File: src/rtl/mips_instr_fetch.sv
// Instruction fetch unit for a MIPS core: reads one word per pc from the
// instruction memory bus and hands it to decode through a one-entry buffer.
module mips_instr_fetch (
  input  logic        clk,
  input  logic        rst,
  input  logic [31:0] pc,
  output logic        pc_advance,
  output logic [31:0] avm_address,
  output logic        avm_read,
  output logic [3:0]  avm_byteenable,
  input  logic        avm_waitrequest,
  input  logic [31:0] avm_readdata,
  output logic [31:0] instr,
  output logic        instr_valid,
  input  logic        instr_ready,
  output logic        active,
  output logic        fetch_err,
  output logic [1:0]  dbg_state
);

  typedef enum logic [1:0] {
    IDLE   = 2'd0,
    FETCH  = 2'd1,
    HOLD   = 2'd2,
    HALTED = 2'd3
  } state_t;

  state_t state;

  assign dbg_state = state;

  // Handshake: a transfer to decode happens on the edge where instr_valid and
  // instr_ready are both 1; instr_valid never drops and instr never changes
  // before that edge. A bus read completes on an edge with avm_read=1 and
  // avm_waitrequest=0.
  always_ff @(posedge clk) begin
    if (!rst) begin
      state          <= IDLE;
      avm_read       <= 1'b0;
      avm_address    <= 32'h0;
      avm_byteenable <= 4'b0000;
      instr          <= 32'h0;
      instr_valid    <= 1'b0;
      pc_advance     <= 1'b0;
      active         <= 1'b0;
      fetch_err      <= 1'b0;
    end else begin
      pc_advance <= 1'b0;
      case (state)
        IDLE: begin
          // active is low only on the first cycle after reset: spend that
          // cycle coming up so the first pc sample is one cycle later.
          if (!active) begin
            active <= 1'b1;
          end else if (pc == 32'h0) begin
            state  <= HALTED;
            active <= 1'b0;
          end else if (pc[1:0] != 2'b00) begin
            state     <= HALTED;
            active    <= 1'b0;
            fetch_err <= 1'b1;
          end else begin
            state          <= FETCH;
            avm_address    <= pc;
            avm_read       <= 1'b1;
            avm_byteenable <= 4'b1111;
          end
        end

        FETCH: begin
          if (!avm_waitrequest) begin
            state          <= HOLD;
            instr          <= avm_readdata;
            instr_valid    <= 1'b1;
            avm_read       <= 1'b0;
            avm_byteenable <= 4'b0000;
            pc_advance     <= 1'b1;
          end
        end

        HOLD: begin
          if (instr_ready) begin
            state       <= IDLE;
            instr_valid <= 1'b0;
          end
        end

        HALTED: begin
          avm_read       <= 1'b0;
          avm_byteenable <= 4'b0000;
          instr_valid    <= 1'b0;
          active         <= 1'b0;
        end

        default: state <= HALTED;
      endcase
    end
  end

endmodule

File: config.mk
export PLATFORM = sky130hd
export DESIGN_NAME = mips_instr_fetch
export DESIGN_NICKNAME = d
export VERILOG_FILES = /design/src/rtl/mips_instr_fetch.sv
export SDC_FILE = /design/constraint.sdc
export NUM_CORES = 1
export LEC_CHECK = 0
export CAP_MARGIN = 30
export CORE_ASPECT_RATIO = 0.5
export CORE_MARGIN = 2
export CORE_UTILIZATION = 42
export CTS_BUF_LIST = sky130_fd_sc_hd__clkbuf_8
export CTS_CLUSTER_SIZE = 25
export DETAILED_ROUTE_END_ITERATION = 12
export PLACE_DENSITY_LB_ADDON = 0.3
export SYNTH_ARGS = -nofsm -noshare
export SYNTH_HDL_FRONTEND = slang
export SYNTH_SLANG_ARGS = --single-unit
File: constraint.sdc
create_clock -name clk -period 2.5 [get_ports clk]
set_input_delay 0.625 -clock clk [delete_from_list [all_inputs] [get_ports clk]]
set_output_delay 0.625 -clock clk [all_outputs]
set_load 0.05 [all_outputs]
==> flow_summary.ini, run 1 <==
[sta]
clock_skew_ns = 0.006160
fin_crit_sh_pct = 93.63
max_freq_mhz = 427.2
min_period_ns = 2.341
grt_setup_unrepaired = false
worst_pin_slew_ns = 0.5265
maxSlewHeadroom_pct = 64.79
hold_viol_final = 0
whs_ns = 0.4593
timing.final.max_slew_violations = 0
setup_violations = 0
fin_setup_tns_ns = 0

[finish]
final_util_pct = 69.14
final_nets = 515
antenna_cells = 0
area_delta_synth_final_pct = 59.10
final_cell_mix = 141 x clkdlybuf4s50_1, 71 x dfxtp_1, 66 x nand2_1, 34 x a21boi_0
fill_cells = 543
drive_gt1_share_pct = 6.517
final_common_cell = clkdlybuf4s50_1

[worst_hold_path]
hp-class = reg2reg

[synthesis]
synth_nets = 374
synth_area_per_cell_um2 = 9.668
yosysUniqueCellTypes = 29
synth_cells = 300
ys_seq_area_share_pct = 49.01
synth_area_leaders = dfxtp_1 49%, mux2i_1 11%, a21boi_0 8.8%
synth_top_area_share_pct = 49.01
synth-edff-count = 0
synth.cell_area_um2 = 2900
ys_warn_count = 0
ys_ff_latch = 71
yosys_most_used_dff = dfxtp_1
yosys.area.top_type = dfxtp_1
async_flop_share_pct = 0

[floorplanning]
initial_core_util_pct = 43.46
die_x_um = 121.5
chipHeight_um = 62.76
core_area_um2 = 6674
dieArea_um2 = 7627
core.rowCount = 21
ios = 143

[clocking]
root_buffer = clkbuf_8
cts_buffers = 9
clk_pin_slew_ns = 0.07
clock_sinks = 71
cts_resized = 0
cts-htree-levels = 3
ctsHoldBuffers = 0
clk_path_buf_depth = 2
cts_tree = done
clk_latency_ns = 0.33
post_cts_buffers = 0

[grt]
grt_pass1_vias = 2562
grt_max_degree = 43
grt_overflow_total = 0
grt_pass1_wl_um = 11880
grt.total_usage_pct = 19.77
grt_antenna_before_repair = 0

[setup_path]
critPathTopFamily = buffers and inverters
r2r-start = dbg_state[1]
cp-end-kind = flop
startpoint = pc[11]
worst_r2r_path_depth = 7
crit_chain = clkdlybuf4s50_1 -> nor4_1 -> buf_4 -> nand4_1 -> o2111ai_4 -> buf_12 -> mux2i_1 -> nor2b_1
critPathBufInv = 3
regToRegEndpoint = dbg_state[1]
startpoint_type = primary input
slowest_stage = clkdlybuf4s50_1
arrival_ns = 2.56
cp.depth = 8
crit_fanout = 17
crit_path_end = avm_address[19]
cp.required_ns = 2.72
r2r_slack_ns = 0.65
path_class = in2reg
slowest_delay_ns = 0.43

[routing]
routedWlPerCell_um = 13.21
route.met3.wl_um = 472
drt_iter0_drc = 120
antenna_left = 0
vias = 2499
routed.top_layer = met4
drt-met1-wl_um = 2951
wirelength_um = 7095
viasPerCell = 4.654
dr_wl_met2_um = 3590
drcViolationCount = 0
dr.pass1.iters = 4

[status]
outcome = complete, no violations

[placement]
hpwl_um = 5264
place_congestion = 0.7535
io_buffer_count = 142

[pwr]
power_density_nw_per_um2 = 866.4
leakage_nw = 1.826
ir_worst_vdd_uv = 410.6
power_mw = 3.998

[run]
drv_cap = 0
power by group:
part	internal [mW]	leakage, nW	switching (mW)
registers	1.27	0.576	0.108
clock network	0.576	0.113	0.384
logic	0.641	1.14	1.02
total	2.49	1.83	1.51
sequential cells by signal, indices dropped and copies added (netlist names):
signal          cells
fetch_err           1
active              1
instr              32
instr_valid         1
dbg_state           2
pc_advance          1
avm_byteenable      1
avm_address        32
area by class of cell:
type                            count  area (µm²)  area share, %
Timing Repair Buffer              152        1516          32.86
Tap cell                           92       115.1          2.495
Multi-Input combinational cell    204        1339          29.01
Inverter                            3       11.26         0.2440
Clock buffer                       10       137.6          2.983
Clock inverter                      5       73.82          1.600
Sequential cell                    71        1421          30.80
logic make-up (layout without fill, tap and decap cells):
group / count (synthesis) / in the layout / share of synthesized area, %
mux: 32 / 32 / 11.04
simple gates: 123 / 123 / 20.79
fa+ha+maj: 6 / 6 / 2.588
flops: 71 / 71 / 49.01
compound gates: 43 / 43 / 11.65
buf+inv: 25 / 170 / 4.918
Yosys cell counts, drive strengths merged, types with 3 or more instances:
library cell and n:
nand2b 3, dfxtp 71, mux2i 32, nor2b 33, buf 9, o21ai 3, clkbuf 13, a21boi 34
ha 6, inv 3, nand2 66, nor4 8
layer usage:
metal / track usage [%] / vias up
met1: 22.44 / 1150
met4: 5.747 / 0
met2: 34.34 / 65
li1: - / 1277
met3: 8.029 / 7
met5: 0 / -
stage by stage:
step / area, µm² / setup WS (ns) / std cells
2_1_floorplan: 2900 / 0.5242 / 300
3_3_place_gp: 4403 / -0.08907 / 522
3_5_place_dp: 4403 / -0.1857 / 522
4_1_cts: 4614 / 0.1761 / 537
5_1_grt: 4614 / 0.01274 / 537
6_report: 4614 / 0.1592 / 537
worst min-delay path: cells and delay by family, from the launching register on:
kind / cells / cell delay [ns]
compound gates: 1 / 0.06
simple gates: 1 / 0.04
flops: 1 / 0.31
how the worst min path moves through the flow:
stage	slack (ns)	cells after the start	end	from
2_1_floorplan	0.68	2	instr[18]	instr[18]
5_1_grt	0.48	2	instr[7]	instr[7]
3_5_place_dp	0.46	2	instr[1]	instr[1]
3_3_place_gp	0.45	2	instr[7]	instr[7]
4_1_cts	0.47	2	instr[1]	instr[1]
6_report	0.46	2	instr[1]	instr[1]
Note: power is estimated with default switching activity, not from simulation.
==> run 2, diff against run 1 <==
CTS_BUF_LIST = sky130_fd_sc_hd__clkbuf_4   (was sky130_fd_sc_hd__clkbuf_8)
==> flow_summary.ini, run 2 (same netlist as run 1, synthesis figures left out) <==
[sta]
fin_setup_tns_ns = 0
worst_pin_slew_ns = 0.5247
setup_violations = 0
maxSlewHeadroom_pct = 64.91
setup_slack_ns = 0.1347
clock_skew_ns = 0.01171
max_freq_mhz = 422.8
hold_viol_final = 0
fin_crit_sh_pct = 94.61
timing.final.max_slew_violations = 0
min_period_ns = 2.365
grt_setup_unrepaired = false

[placement]
io_buffer_count = 142
hpwl_um = 5264
place_congestion = 0.7535
dp_slack_ns = -0.1857

[floorplanning]
initial_core_util_pct = 43.46
ios = 143
dieArea_um2 = 7627
core_area_um2 = 6674
core.rowCount = 21
chipHeight_um = 62.76
die_x_um = 121.5

[grt]
grt_overflow_total = 0
grt_pass1_wl_um = 11840
grtUsageMet3_pct = 8.303
use_met2_pct = 34.27
top_usage_layer = met2
grt_antenna_before_repair = 0
grt_max_degree = 43
grtUsageMet1_pct = 22.27
grt_pass1_vias = 2561
grt.total_usage_pct = 19.80

[pwr]
leakage_nw = 1.797
power_density_nw_per_um2 = 835.9
ir_worst_vdd_uv = 374.9
power_mw = 3.805

[finish]
antenna_cells = 0
final_common_cell = clkdlybuf4s50_1
fill_cells = 551
drive_gt1_share_pct = 6.517
final_nets = 515
area_delta_synth_final_pct = 56.95
final_cell_mix = 141 x clkdlybuf4s50_1, 71 x dfxtp_1, 66 x nand2_1, 34 x a21boi_0

[status]
outcome = complete, no violations

[clocking]
cts-htree-levels = 3
clk_latency_ns = 0.40
cts_resized = 0
cts_buffers = 9
cts_tree = done
post_cts_buffers = 0
ctsHoldBuffers = 0
root_buffer = clkbuf_4
clk_pin_slew_ns = 0.11
clk_path_buf_depth = 2
clock_sinks = 71

[setup_path]
cp-end-kind = primary output
path_class = reg2out
critPathTopFamily = buffers and inverters
crit_chain = clkdlybuf4s50_1
startpoint = active
slowest_delay_ns = 0.86
cp.required_ns = 1.88
critPathBufInv = 1
r2r-start = dbg_state[1]
arrival_ns = 1.74
crit_fanout = 7
startpoint_type = flop
slowest_stage = clkdlybuf4s50_1

[worst_hold_path]
hp-class = reg2reg
holdCritStartpoint = instr[1]

[routing]
dr.pass1.iters = 4
drt_iter0_drc = 102
vias = 2502
drcViolationCount = 0
viasPerCell = 4.659
antenna_left = 0
wirelength_um = 7091
routedWlPerCell_um = 13.20

[run]
drv_cap = 0
==> run 2: stage by stage <==
stage | hold WS [ns] | area, µm² | cells | util (%)
after floorplan | 0.6763 | 2900 | 300 | -
after global placement | 0.4496 | 4403 | 522 | 65.97
after detailed placement | 0.4556 | 4403 | 522 | 65.97
after CTS | 0.4712 | 4552 | 537 | 68.20
after global routing | 0.4878 | 4552 | 537 | 68.20
final | 0.4650 | 4552 | 537 | 68.20
==> run 2: final cells by class <==
cell class	instances	area [µm²]	area share, %
Inverter	3	11.26	0.2474
Tap cell	92	115.1	2.529
Multi-Input combinational cell	204	1339	29.41
Timing Repair Buffer	152	1516	33.31
Sequential cell	71	1421	31.23
Clock buffer	10	75.07	1.649
Clock inverter	5	73.82	1.622
==> run 2: layer usage <==
metal  share of wire, %  wire length, µm
met1                 42             2964
met3                6.4              453
met2                 51             3606
met5                  0                0
met4               0.92               65
==> run 2: final timing paths <==
check	to	slack (ns)	cells after the start
setup / recovery	active	0.13	1
setup reg to reg	dbg_state[1]	0.70	7
hold / removal	instr[1]	0.46	2
hold reg to reg	instr[1]	0.46	2
==> run 2: report_power, final <==
group          leakage, nW  switching [mW]  internal [mW]
Clock               0.0837           0.369          0.406
Combinational         1.14            1.01          0.641
Sequential           0.576           0.107           1.27
